`src/rtl/branch_ctrl.sv`:
```
// Branch resolution, PC redirect and load-use bubble control for the 5-stage RV32I pipeline.
// Latency: all control outputs are combinational from EX/ID inputs; counters update at the next edge.
// Backpressure: stall holds PC and IF/ID for one cycle on a load-use hazard; a redirect flushes instead.
//
// Ports:
//   clk, reset            rising-edge clock, synchronous active-high reset
//   ex_valid/branch/jump  EX slot qualifiers (real instruction, conditional branch, JAL/JALR)
//   ex_funct3, ex_zero/lt/ltu   branch type and ALU compare flags for the EX instruction
//   ex_mem_read, ex_rd    EX instruction is a load, and its destination register
//   id_branch, id_rs1/rs2 ID instruction is a branch, and its source registers
//   pc_src, flush_if_id   redirect the PC and clear IF/ID (same cycle the branch resolves)
//   flush_id_ex, stall    insert a bubble into ID/EX; hold PC and IF/ID
//   branch_cnt, taken_cnt saturating counts of resolved branches/jumps and taken redirects
module branch_ctrl #(
  parameter int CNT_W = 16,
  parameter int REG_W = 5
) (
  input  logic             clk,
  input  logic             reset,
  input  logic             ex_valid,
  input  logic             ex_branch,
  input  logic             ex_jump,
  input  logic [2:0]       ex_funct3,
  input  logic             ex_zero,
  input  logic             ex_lt,
  input  logic             ex_ltu,
  input  logic             ex_mem_read,
  input  logic [REG_W-1:0] ex_rd,
  input  logic             id_branch,
  input  logic [REG_W-1:0] id_rs1,
  input  logic [REG_W-1:0] id_rs2,
  output logic             pc_src,
  output logic             flush_if_id,
  output logic             flush_id_ex,
  output logic             stall,
  output logic [CNT_W-1:0] branch_cnt,
  output logic [CNT_W-1:0] taken_cnt
);

  typedef enum logic {
    RUN   = 1'b0,
    FLUSH = 1'b1
  } state_t;

  state_t           state;
  logic [CNT_W-1:0] branch_q;
  logic [CNT_W-1:0] taken_q;
  logic             cond;
  logic             take;
  logic             resolved;
  logic             load_use;
  logic             hold;

  // Reserved funct3 encodings (010/011) resolve as not taken.
  always_comb begin
    cond = 1'b0;
    case (ex_funct3)
      3'b000:  cond = ex_zero;
      3'b001:  cond = ~ex_zero;
      3'b100:  cond = ex_lt;
      3'b101:  cond = ~ex_lt;
      3'b110:  cond = ex_ltu;
      3'b111:  cond = ~ex_ltu;
      default: cond = 1'b0;
    endcase
  end

  // In FLUSH the EX slot holds the instruction squashed by the previous redirect,
  // so it can neither redirect nor be counted.
  assign resolved = ex_valid & (ex_branch | ex_jump) & (state == RUN);
  assign take     = ex_valid & (ex_jump | (ex_branch & cond)) & (state == RUN);

  // x0 is never a real dependency.
  assign load_use = id_branch & ex_mem_read & (ex_rd != '0) &
                    ((ex_rd == id_rs1) | (ex_rd == id_rs2));

  // A redirect squashes the ID instruction anyway, so it wins over the stall.
  assign hold = load_use & ~take;

  assign pc_src      = ~reset & take;
  assign flush_if_id = ~reset & take;
  assign flush_id_ex = ~reset & (take | hold);
  assign stall       = ~reset & hold;
  assign branch_cnt  = reset ? '0 : branch_q;
  assign taken_cnt   = reset ? '0 : taken_q;

  always_ff @(posedge clk) begin
    if (reset) begin
      state    <= RUN;
      branch_q <= '0;
      taken_q  <= '0;
    end else begin
      case (state)
        RUN: begin
          if (resolved && (branch_q != {CNT_W{1'b1}})) branch_q <= branch_q + 1'b1;
          if (take && (taken_q != {CNT_W{1'b1}}))      taken_q  <= taken_q + 1'b1;
          state <= take ? FLUSH : RUN;
        end
        FLUSH:   state <= RUN;
        default: state <= RUN;
      endcase
    end
  end

endmodule

```
`config.mk`:
```
export PLATFORM = sky130hd
export DESIGN_NAME = branch_ctrl
export DESIGN_NICKNAME = d
export VERILOG_FILES = /design/src/rtl/branch_ctrl.sv
export SDC_FILE = /design/constraint.sdc
export NUM_CORES = 1
export LEC_CHECK = 0
export BUFFER_PORTS_ARGS = -buffer_cell sky130_fd_sc_hd__buf_2
export CORE_ASPECT_RATIO = 1.25
export CORE_MARGIN = 2
export CORE_UTILIZATION = 57
export CTS_BUF_LIST = sky130_fd_sc_hd__clkbuf_8
export DETAILED_ROUTE_END_ITERATION = 6
export GPL_ROUTABILITY_DRIVEN = 0
export PLACE_DENSITY = 0.88
export SETUP_SLACK_MARGIN = 0.1
export SLEW_MARGIN = 30
export SYNTH_ARGS = -nofsm -noshare
export SYNTH_HDL_FRONTEND = slang
export SYNTH_SLANG_ARGS = --single-unit
```
`constraint.sdc`:
```
create_clock -name clk -period 2.91 [get_ports clk]
set_input_delay 0.1455 -clock clk [delete_from_list [all_inputs] [get_ports clk]]
set_output_delay 0.1455 -clock clk [all_outputs]
set_load 0.02 [all_outputs]
```
## Word level (Yosys, flattened, before mapping)

Index checks and enable logic that the tools add are counted.

| storage, ports and cells | value |
|---|---|
| register bits | 33 |
| output and inout port bits | 36 |
| word-level logic and storage cells | 47 |
| input port bits | 28 |

| cells by class | value |
|---|---|
| reduce and logical (&&, ||, !) cells | 6 |
| mux-type cells | 5 |
| equality and inequality tests | 9 |
| add/sub/neg operators | 2 |
| bitwise gates (word level) | 22 |

Operator list:

| operator | count |
|---|---|
| 16-bit by 1-bit adder with 16-bit output, second input constant | 2 |
| 16-bit 2-to-1 mux | 2 |
| 16-bit != test, second input constant | 2 |
| 1-bit bitwise AND | 12 |
| 3-bit equality test, second input constant | 4 |
| 5-bit equality test | 2 |
| 1-bit NOT | 6 |
| 1-bit case mux with 6 select lines | 1 |
| 5-bit nonzero test | 1 |
| 1-bit OR | 4 |
| 2-bit AND reduction | 2 |
| 3-bit by 1-bit equality test with 1-bit output, second input constant | 1 |
| 3-bit zero test | 1 |
| 1-bit logical AND | 2 |
| 1-bit case mux with 2 select lines | 1 |
| 1-bit 2-to-1 mux | 1 |

## Logic depth before layout (Yosys ltp)

Gate-level depths: netlist (run 1).

| depth | value |
|---|---|
| depth after elaboration | 10 |
| gate-level depth with buffers | 7 |
| depth with buffers taken out | 6 |

## Worst setup path before layout (run 1)

Ideal clock, no wire load.

| path | value |
|---|---|
| path type | register -> register |
| start | register state |
| end | register taken_q[13] |
| path slack | 0.967 ns |
| stages on the path, launching flop included | 7 |
| arrival | 1.819 ns |
| library setup time | 0.123 ns |
| required time | 2.787 ns |
| clock period less this slack | 1.943 ns |
| buffers on the path | 1 |
| cell sequence | dfxtp_1 nand2b_4 or2_1 buf_6 or4_4 nor3b_2 mux2_1 |

| between the ends | value |
|---|---|
| cells in the longest elaborated chain, start to end | 4 |

RTL lines:

| what | RTL line | source |
|---|---|---|
| start, declared | 45 | `state_t state;` |
| start signal, assigned | 97 | `state <= take ? FLUSH : RUN;` |
| 1-bit NOT * | n/a |  |
| 1-bit bitwise AND | 71 | `assign take = ex_valid & (ex_jump \| (ex_branch & cond)) & (state == RUN);` |
| 1-bit logical AND | 96 | `if (take && (taken_q != {CNT_W{1'b1}})) taken_q <= taken_q + 1'b1;` |
| 2-bit AND reduction (no line) * | n/a |  |
| end signal, assigned | 96 |  |
| end, declared | 47 | `logic [CNT_W-1:0] taken_q;` |

Mark *: on every way between the ends. The rest lies on a longest branch, timed or not.
A chain may end at the register's enable or synchronous reset.

## Worst setup path in the final report (run 1)

| path | value |
|---|---|
| start | register state |
| end | register taken_q[9] |

Same word-level chain as after synthesis.

==> results of run 1 <==
## cells in the mapped netlist (2+ instances only)
| master | count | area share (%) |
|---|---|---|
| nor2_1 | 42 | 7.7 |
| dfxtp_1 | 33 | 32 |
| nor2b_1 | 31 | 9.4 |
| mux2_2 | 17 | 9.3 |
| nand3_1 | 16 | 3.9 |
| nor3_1 | 14 | 3.4 |
| nand2_1 | 13 | 2.4 |
| xnor2_1 | 13 | 5.5 |
| nand4_1 | 9 | 2.7 |
| clkbuf_1 | 7 | 1.3 |
| o21ai_0 | 6 | 1.5 |
| a21oi_1 | 5 | 1.2 |
| nor4_1 | 5 | 1.5 |
| xor2_1 | 5 | 2.1 |
| inv_1 | 4 | 0.73 |
| or3_1 | 3 | 0.91 |
| a211oi_1 | 2 | 0.73 |
| and3_1 | 2 | 0.61 |
| ha_1 | 2 | 1.2 |
| mux2_1 | 2 | 1.1 |
| mux2i_1 | 2 | 0.97 |
| nor3b_2 | 2 | 1.2 |
| or4_1 | 2 | 0.73 |
## placed cells by master, fill, tap and decap left out, drive strengths merged, types with 2 or more instances in the layout
cell	n
buf	65
nor2	42
dfxtp	33
nor2b	31
mux2	19
nand3	16
nor3	15
xnor2	13
nand2	13
nand4	9
o21ai	6
xor2	5
nor4	5
a21oi	5
clkbuf	5
inv	4
or3	3
or4	3
a211oi	2
and3	2
mux2i	2
nor3b	2
ha	2
bufinv	2
nand2b	2
## registers in the layout, summed over array words and instances (netlist names)
register  cells
state         1
taken_q      16
branch_q     16
## critical path, delay by kind of cell (launching register included)
family | cells | cell delay (ns)
DFF | 1 | 0.30
muxes | 1 | 0.37
and+or+nand+nor | 4 | 1.28
## report_power, final
part	internal [mW]	switching, mW
registers	0.457	0.00528
clock network	0.340	0.174
logic	0.0482	0.0646
total	0.845	0.244
## path summary, 6_finish.rpt
check                                 start      endpoint  slack [ns]  cells past startpoint
worst max register to register        state    taken_q[9]        0.83                      5
worst max-delay path                  state    taken_q[9]        0.83                      5
worst min-delay path               ex_valid  branch_q[15]        0.37                      6
worst min register to register  taken_q[12]   taken_q[12]        0.54                      2
## per-layer routing
metal,share of wire [%],global-route usage (%)
met1,41,28.62
met2,51,40.53
met3,4.9,5.484
met4,2.6,12.40
met5,0,0
## per-stage QoR
stage,setup slack (ns),instances
2_1_floorplan,0.9674,256
3_3_place_gp,0.9431,349
3_5_place_dp,0.8738,349
4_1_cts,0.8538,357
5_1_grt,0.7013,357
6_report,0.8313,357
## kinds of logic (layout without fill, tap and decap cells)
group                    after synthesis  in the layout  share of synthesized area, %
XOR/XNOR                              18             18                         7.660
multiplexers                          21             21                         11.37
adder cells (fa/ha/maj)                2              2                         1.216
AND/OR/NAND/NOR                      148            148                         38.42
buffers and inverters                 15             77                         3.343
AO/OA/AOI/OAI                         19             19                         5.897
flip-flops                            33             33                         32.10
## layout make-up
class / instances / share of cell area, %
clock buffers: 5 / 2.727
clock inverters: 3 / 2.578
inverters: 4 / 0.5949
multi-input cells: 208 / 52.90
flip-flops and latches: 33 / 26.18
well taps: 39 / 1.934
repair buffers: 65 / 13.09
==> results.md, run 1 <==
- Setup repair after global routing left no endpoint under its margin.
- After the first detailed-routing iteration, the DRC count stood at 92.
- The TritonCTS clock tree is yes.
- Of all nets on the critical path, the largest fanout is 8.
- The slowest stage of the critical path belongs to the cell or4_4.
- The count of endpoints failing setup in the final report is 0.
- The net count of the finished layout is 347.
- The worst endpoint required time is 3.09 ns.
- The worst setup path is launched from a register.
- The post-route netlist has 30.19% of its cells at a drive strength greater than 1.
- The tightest hold margin is 0.3692 ns.
- The cell row count is 24.
- The shortest clock period the worst path allows after layout is 2.079 ns.
- The total area of sequential cells is 660.6 um2.
- The leftover overflow at the end of global routing is 0.
- The maximum buffer depth of the clock tree is 2.
- The number of hold violations in the final report is 0.
- The core region is 3483 um2.
- The data arrival at the endpoint of the critical path is 2.25 ns.
- Detailed routing inserted a total of 2027 vias.
- The DRC violation count after routing is 0.
- The number of buffer cells added on primary ports is 63.
- Summing all multi-input logic gate instances after layout gives 1335 um2.
- Counting the fill cells in the layout gives 287.
- The synthesized netlist contains 42 unique library cells.
- Timing would allow up to 0.4811 GHz.
- Power spread over the standard cell area amounts to 431.7 nW/um2.
- The max-cap violation count is 0.
- Synthesis produced a netlist with a net count of 286.
- Global routing used 24.25% of the available tracks across all layers.
- Summed over all cells, the static leakage comes to 1.089 nW.
- The floorplan step defined a die boundary enclosing 4111 um2.
- Cells fill 72.45% of the core in the end.
- The first-pass GRT wire length is 7.859 mm.
- The overall power consumption is 1.089 mW.
- Counting flops with a built-in enable in the synthesized netlist gives 0.
- The number of gates resized after CTS was 0.
- Once detail routing completed, the nets flagged for antenna violations numbered 0.
- Once placement finished, the instance area stood at 2390 um2.
- The max-slew violation total from the final report came to 0.
- The final cell area excluding filler cells is 2524 um2.
- Once detailed placement completed, the half-perimeter wirelength came to 3.423 mm.
- Wires add up to 4.644 mm.
- The number of buffers inserted during clock tree synthesis is 5.
- The clock input transition at the sequential cells of the worst setup and hold paths is 0.07 ns.
- The aggregate negative setup slack is 0 ns.
- After layout, the worst path uses 71.43% of the clock period.
- Clock latency on the worst-skew pair, taken at its later pin, is 0.29 ns.
- The number of levels in the clock H-tree is 2.
- The number of antenna violations at the first check in global routing is 0.
- The Yosys step of the flow raised 0 warnings.
- Pin placement for this block handled 64 I/O pins.
- Buffers inserted to repair hold after CTS numbered 0.
- The die is 57.75 um wide.
- The flip-flop cell with the highest count after synthesis is dfxtp_1.
- The via density per instance is 5.678.
- The first TritonRoute pass finished after 4 iterations.
- The path class of the lowest-slack min-delay path is primary input to register.
- The post-synthesis area per instance is 8.040 um2.
- Sequential elements use 32.10% of the synthesized area.
- The relative area change from synthesis to final layout is 22.61%.
- The run finished with clean final reports.
- In the synthesized netlist the async set-or-reset flop fraction comes to 0%.
- Traced cell by cell, the critical path runs through nand2b_4, or2_1, or4_4, nor3_1, mux2_2.
- The setup skew after layout is 0.006781 ns.
- The repair_antennas step left the layout with diodes totalling 0.
- The area of the mapped netlist is 2058 um2.
- The actual slew at the worst max-slew pin is 0.8413 ns.
- The worst setup path is captured at a register.
- Counting every instance in the synthesized netlist gives 256.
- In this run the post-CTS setup repair buffer count came out at 0.
- IR analysis of the VDD net gives a maximum drop of 0.0004757 V.
- The via count of the first global-routing pass is 1874.
- The stage delay of the slowest cell on the critical path is 0.59 ns.
- In the final routed layout, each cell accounts on average for 13.01 um.
- In this run the vertical extent of the chip is 71.19 um.
- The initial utilization of the core area, before any placement, comes to 59.09%.
- The startpoint-to-endpoint class of the critical path is register to register.
- CTS saw 33 sinks.
- The number of synthesized register bits is 33.
- The pin count of the biggest net entering global routing is 53.
- Clock tree synthesis selected as its root buffer the cell clkbuf_8.
- The remaining max-slew budget at the tightest pin is 43.91%.
(Power assumes the default switching activity.)
==> run 2, diff against run 1 <==
- CORE_UTILIZATION: 57 -> 53
- PLACE_DENSITY: 0.88 -> 0.82
- clock period: 2.91 -> 2.05 ns (I/O delays scaled with it)
==> run 2 against run 1 <==
Register-to-register slack lost 0.69 ns; non-clock buffer count grew 11; first-iteration DRC count fell by 39%; highest routed layer unchanged; design area up 2.6%; combinational power is 64% higher.
==> results.md, run 2 (synthesized netlist as in run 1, its figures left out) <==
- The flow ran to the end, and the final reports show no timing, DRC or antenna violations.
- The stage delay of the slowest cell on the critical path is 0.60 ns.
- Cells with a size suffix above 1 make up 34.35% of the layout.
- After layout, the worst path uses 93.21% of the clock period.
- At the pin with the least slew margin, the transition time is 0.5814 ns.
- The number of primary I/O pins is 64.
- Across the VDD grid, the largest voltage drop is 0.0003670 V.
- The area of the core region is 3754 um2.
- The worst path buffer plus inverter count is 0.
- The largest fanout of any net on the critical path is 5.
- The leftover overflow at the end of global routing is 0.
- The completed layout was analyzed and its total power is 1.323 mW.
- The number of design-rule violations left by the first detailed-router iteration is 56.
- The mean routed wirelength per cell is 13.24 um.
- The count of endpoints failing setup in the final report is 0.
- In this run the core area contains 25 standard-cell rows.
- The via count of the first global-routing pass was 1888.
- The critical path goes through nand2b_4, or2_1, or4_4, nor3_1, mux2_2.
- The number of levels in the clock H-tree is 2.
- TritonCTS created 5 clock buffers.
- The number of cells after detailed placement is 356.
- The critical path in this run is classified as register to register.
- The repair_antennas step left the layout with diodes totalling 0.
- The library cell used most frequently in the layout, excluding fill and tap cells, is buf_2.
- Global routing consumed, on the met2 layer, 40.70% of the routing resources.
- Measured along the x axis, the die boundary spans 59.74 um.
- The largest registers in the layout are branch_q: 16 flops, taken_q: 16 flops, state: 1 flops.
- TritonCTS built the clock tree.
- The via density per instance is 5.493.
- The number of gates on the worst path with buffers counted is 5.
- The max-cap violation count is 0.
- The estimated wirelength of the detail-placed design is 3.616 mm.
- The path class of the lowest-slack min-delay path is primary input to register.
- The finished layout holds 369 standard cells, fillers aside.
- The worst register-to-register path has a setup slack of 0.14 ns.
- The total iterations of the first detailed-routing run is 4.
- In the global route stage, met3 resource usage came out at 6.338%.
- The relative area change from synthesis to final layout is 25.84%.
- The number of nets in the finished design is 358.
- Buffers placed on the I/O ports in this run total 63.
- Broken down by cell family, the worst path's largest delay share belongs to simple AND/OR/NAND/NOR gates.
- The final cell area excluding filler cells is 2590 um2.
- The final critical-path setup slack is 0.1393 ns.
- In the final layout, the multi-input gates occupy 1364 um2.
- The number of antenna violations at the first check in global routing is 0.
- The slowest stage of the critical path belongs to the cell or4_4.
- The maximum clock frequency is 0.5234 GHz.
- At the placement stage, the worst setup path has a slack of -0.04219 ns.
- After clock tree synthesis, the clock-pin slew on the worst setup and hold paths is 0.07 ns.
- The count of nets left with antenna violations once routing finished came out at 0.
- The first-pass GRT wire length is 7.686 mm.
- The DRC violation count after routing is 0.
- The cell chosen for the clock root is clkbuf_8.
- The startpoint class of the critical path is a register.
- The number of hold violations in the final report is 0.
- The total die area is 4401 um2.
- The remaining max-slew budget at the tightest pin is 61.24%.
- In this run the static leakage power is 1.118 nW.
- At the worst endpoint, the arrival time is 2.09 ns.
- The layer carrying the most global-route usage is met2.
- The number of stages on the worst hold path is 2.
- For this configuration, the core starts out at a cell density of 54.83%.
- Entering global routing, the biggest net connects 35 pins.
- The total power density per cell area is 510.9 nW/um2.
- The sum of routed wire length over all layers is 4.885 mm.
- The library cells used most frequently in the layout, excluding fill and tap cells, are 63 x buf_2, 40 x nor2_1, 32 x dfxtp_1, 31 x nor2b_1, 17 x mux2_2.
- At the later pin of the worst-skew pair, clock insertion delay measures 0.29 ns.
- After layout, the minimum clock period comes to 1.911 ns.
- The number of vias after detailed routing is 2027.
- The worst endpoint required time is 2.23 ns.
- The total area of sequential cells is 661.9 um2.
- The longest clock path from root to sink contains 2 buffers.
- The placed instances occupy a cell area of 2436 um2.
- The total of hold buffers inserted after clock tree synthesis is 0.
- The kind of end point of the critical path is a register.
- Counting cells, the worst reg-to-reg path comes to 5.
- Setup repair after global routing could not meet its margin everywhere.
- Setup total negative slack on the finished layout was measured at 0 ns.
- The count of fill cells added during filler insertion is 316.
- The die is 73.68 um tall.
- For the final database, setup skew stands at 0.009100 ns.
- The count of clock tree sinks is 33.
- For this run, global-route usage on met1 was measured as 24.10%.
- Global routing used 22.76% of the available tracks.
- The max-slew violation total from the final report is 0.
-- run 2: changes by cell type in the layout (fill, tap and decap cells not counted), sizes merged --
cell      previous run  this run
clkinv               1         2
clkinvlp             0         1
buf                 65        76
bufinv               2         0
-- run 2: per-stage QoR --
stage / hold WS (ns) / util [%]
floorplan: 0.2741 / -
global placement: 0.5194 / 64.90
detailed placement: 0.5353 / 64.90
CTS: 0.2791 / 67.57
global route: 0.3227 / 69.00
finish: 0.3018 / 69.00
-- run 2: cell type report --
class | count | share of cell area, %
Clock buffer | 5 | 2.657
Clock inverter | 3 | 0.6763
Inverter | 4 | 0.5797
Multi-Input combinational cell | 208 | 52.66
Sequential cell | 33 | 25.56
Tap cell | 40 | 1.932
Timing Repair Buffer | 76 | 15.94
-- run 2: worst paths after layout --
path / start / to
worst max-delay path: state / taken_q[15]
worst min-delay path: reset / state
worst max register to register: state / taken_q[15]
worst min register to register: taken_q[0] / taken_q[0]
-- run 2: power by group --
| part | total (mW) | switching [mW] | leakage [nW] | internal [mW] |
|---|---|---|---|---|
| Sequential | 0.657 | 0.00840 | 0.267 | 0.649 |
| Clock | 0.481 | 0.247 | 0.0439 | 0.234 |
| Combinational | 0.185 | 0.101 | 0.807 | 0.0844 |
| Total | 1.32 | 0.356 | 1.12 | 0.967 |
-- run 2: worst register-to-register path, stage by stage, from the launching register on --
cell	delay (ns)
dfxtp_1	0.31
nand2b_4	0.14
or2_1	0.23
or4_4	0.60
nor3_1	0.18
mux2_2	0.35
-- run 2: timing repair --
action,4_1_cts,5_1_grt
gates resized for setup,2,5
pin swaps,0,4
buffers inserted,0,5
setup endpoints to repair,3,14
-- run 2: layer usage --
layer  routed length, um  share of wire [%]
met1                2055                 42
met4                  71                1.5
met2                2535                 52
met5                   0                  0
met3                 222                4.5
==> run 3, diff against run 2 <==
- CORE_ASPECT_RATIO: 1.25 -> default
==> run 3 against run 2 <==
Combinational power fell by 8%; global-route usage fell by 1.5 points; clock skew fell by 0.0019 ns; register-to-register slack barely moved; core utilization fell by 0.21 points; largest power group unchanged; highest routed layer unchanged.
==> results.md, run 3 (synthesized netlist as in run 1, its figures left out) <==
- The initial standard-cell utilization of the core is 55.80%.
- Setup repair after global routing could not meet its margin everywhere.
- In this run the standard cell core region covers 3689 um2.
- Setup violations remaining at the end of the flow were counted as 0.
- In this design, the stage delay of the slowest critical-path cell is 0.57 ns.
- The number of diodes added for antenna fixing is 0.
- For the pin with the worst max-slew slack, the measured transition is 0.6088 ns.
- The cell chosen for the clock root is clkbuf_8.
- After detailed placement, the total cell area comes to 2444 um2.
- Leaving out fill and tap cells, the most frequent cells in the layout are 63 x buf_2, 42 x nor2_1, 33 x dfxtp_1, 31 x nor2b_1, 17 x mux2_2.
- The relative area change from synthesis to final layout is 23.28%.
- The TritonCTS clock tree is yes.
- The setup path with the least slack is of type register to register.
- The final cell area excluding filler cells is 2537 um2.
- The startpoint identified for the worst register-to-register timing path is state.
- Data on the critical path arrives at its endpoint at 2.07 ns.
- The clock input transition at the sequential cells of the worst setup and hold paths is 0.07 ns.
- For this run the aggregate overflow at the end of global routing stands at 0.
- After routing, the total negative slack on setup checks comes to 0 ns.
- The die span in x is 66.32 um.
- The depth of the worst register-to-register path is 5.
- The fraction of the cycle the final worst path needs is 93.19%.
- The worst setup path is launched from a register.
- The later pin in the worst-skew pair is clocked with a latency of 0.28 ns.
- The largest fanout of any net on the critical path is 5.
- The flow ran to the end, and the final reports show no timing, DRC or antenna violations.
- For this block, the initial DRC count from the detailed router was 87.
- The shortest clock period the worst path allows after layout is 1.910 ns.
- The critical path's slowest cell is or4_4.
- The maximum buffer depth of the clock tree is 2.
- For this run, the share of the core covered by cells in the final layout is 68.79%.
- The number of buffer cells added on primary ports is 63.
- The H-tree was split into 2 levels.
- Counting buffers and inverters, the worst setup path is 5 cells deep.
- The first global-routing pass estimated 7.424 mm of wire.
- In this run the critical register-to-register path is captured at taken_q[9].
- The signal on the critical path passes through nand2b_4, or2_1, or4_4, nor3_1, mux2_2.
- Summed over all cells, the static leakage comes to 1.092 nW.
- In this run the remaining antenna-violating nets after routing total 0.
- The total iterations of the first detailed-routing run is 4.
- The number of antenna violations at the first check in global routing came to 0.
- The largest registers in the layout are branch_q: 16 flops, taken_q: 16 flops, state: 1 flops.
- The number of vias after detailed routing is 2003.
- The number of hold violations in the final report is 0.
- In this run, CTS created clock tree buffers numbering 5.
- Post-CTS timing repair inserted 0 buffers for setup.
- The max-cap violation count is 0.
- Clock skew on the completed layout was measured at 0.007190 ns.
- The DRC violation count after routing is 0.
- The worst register-to-register path has a setup slack of 0.14 ns.
- The cell row count is 22.
- The tightest hold margin is 0.3458 ns.
- The last element of the critical path is taken_q[9].
- In the final routed layout, each cell accounts on average for 12.07 um.
- The worst endpoint required time is 2.21 ns.
- Power comes to 1.281 mW.
- The via count of the first global-routing pass is 1796.
- The final layout contains 351 nets.
- The critical path starts at state.
- The count of clock tree sinks is 33.
- The library cell used most frequently in the layout, excluding fill and tap cells, is buf_2.
- Summed over all nets, the half-perimeter wirelength after detailed placement is 3.352 mm.
- Timing would allow up to 0.5234 GHz.
- Wires add up to 4.465 mm.
- The proportion of layout cells with a drive suffix above 1 is 31.68%.
- The highest ir drop seen on vdd is 0.0004461 V.
- The remaining max-slew budget at the tightest pin is 59.42%.
- The worst path buffer plus inverter count is 0.
- The pin count of the biggest net entering global routing is 37.
- The max-slew violation total from the final report is 0.
- The kind of end point of the critical path is a register.
- Fill cells in the final layout number 320.
- The total power density per cell area is 505.0 nW/um2.
- The overall fraction of global-route tracks in use is 21.30%.
- The vertical extent of the die is 66.32 um.
- During I/O placement, the number of pins put on the boundary was 64.
- On the critical path the largest part of the delay comes from simple AND/OR/NAND/NOR gates.
- After detailed routing, the number of vias per cell comes to 5.414.
- The total die area is 4398 um2.
- The min-delay analysis places its worst path in the category primary input to register.
[run 3: cell types whose count changed in the layout (fill, tap and decap cells not counted), moves of 2 or more]
cell    change
buf_4       -8
nor3_2      -2
nor2_2      -2
nor2_1      +2
nor3_1      +2
[run 3: worst min path at each step]
| stage | from | end | slack [ns] | cells past startpoint |
|---|---|---|---|---|
| after detailed placement | taken_q[12] | taken_q[12] | 0.53 | 2 |
| after global placement | branch_q[1] | branch_q[1] | 0.52 | 2 |
| after global routing | ex_valid | state | 0.40 | 5 |
| after floorplan | reset | taken_q[6] | 0.27 | 2 |
| final | ex_valid | state | 0.35 | 5 |
| after CTS | ex_valid | state | 0.34 | 5 |
[run 3: timing repair]
item                       in CTS  in global routing
gates resized for setup         0                  4
setup endpoints to repair       0                 11
hold buffers                    0                  0
[run 3: per-stage QoR]
step / setup slack, ns / std cells
global route: 0.07590 / 370
CTS: 0.1266 / 370
floorplan: 0.1074 / 256
detailed placement: 0.1470 / 362
global placement: 0.1633 / 362
finish: 0.1395 / 370
[run 3: tightest hold or removal path: stages]
cell and delay [ns]:
buf_2 0.11, nand2b_4 0.07, nor2_1 0.09, nand2b_1 0.15
nor2_1 0.05
[run 3: routing by layer]
metal,GRT usage (%),up-vias,wire (um)
met5,0,-,0
met4,6.633,0,59
met3,5.622,6,307
met2,35.50,63,1989
met1,26.67,906,2108
li1,-,1028,-
[run 3: power by group]
group,total [mW],switching (mW),internal [mW]
logic,0.170,0.0955,0.0748
registers,0.655,0.00636,0.649
clock network,0.456,0.226,0.230
[run 3: cell type report]
type                            instances  area, um2  area share (%)
Clock inverter                          3      13.76          0.5424
Multi-Input combinational cell        208       1346           53.06
Inverter                                4      15.01          0.5917
Timing Repair Buffer                   69      372.9           14.69
Sequential cell                        33      660.6           26.04
Clock buffer                            5      68.82           2.712
Tap cell                               48      60.06           2.367
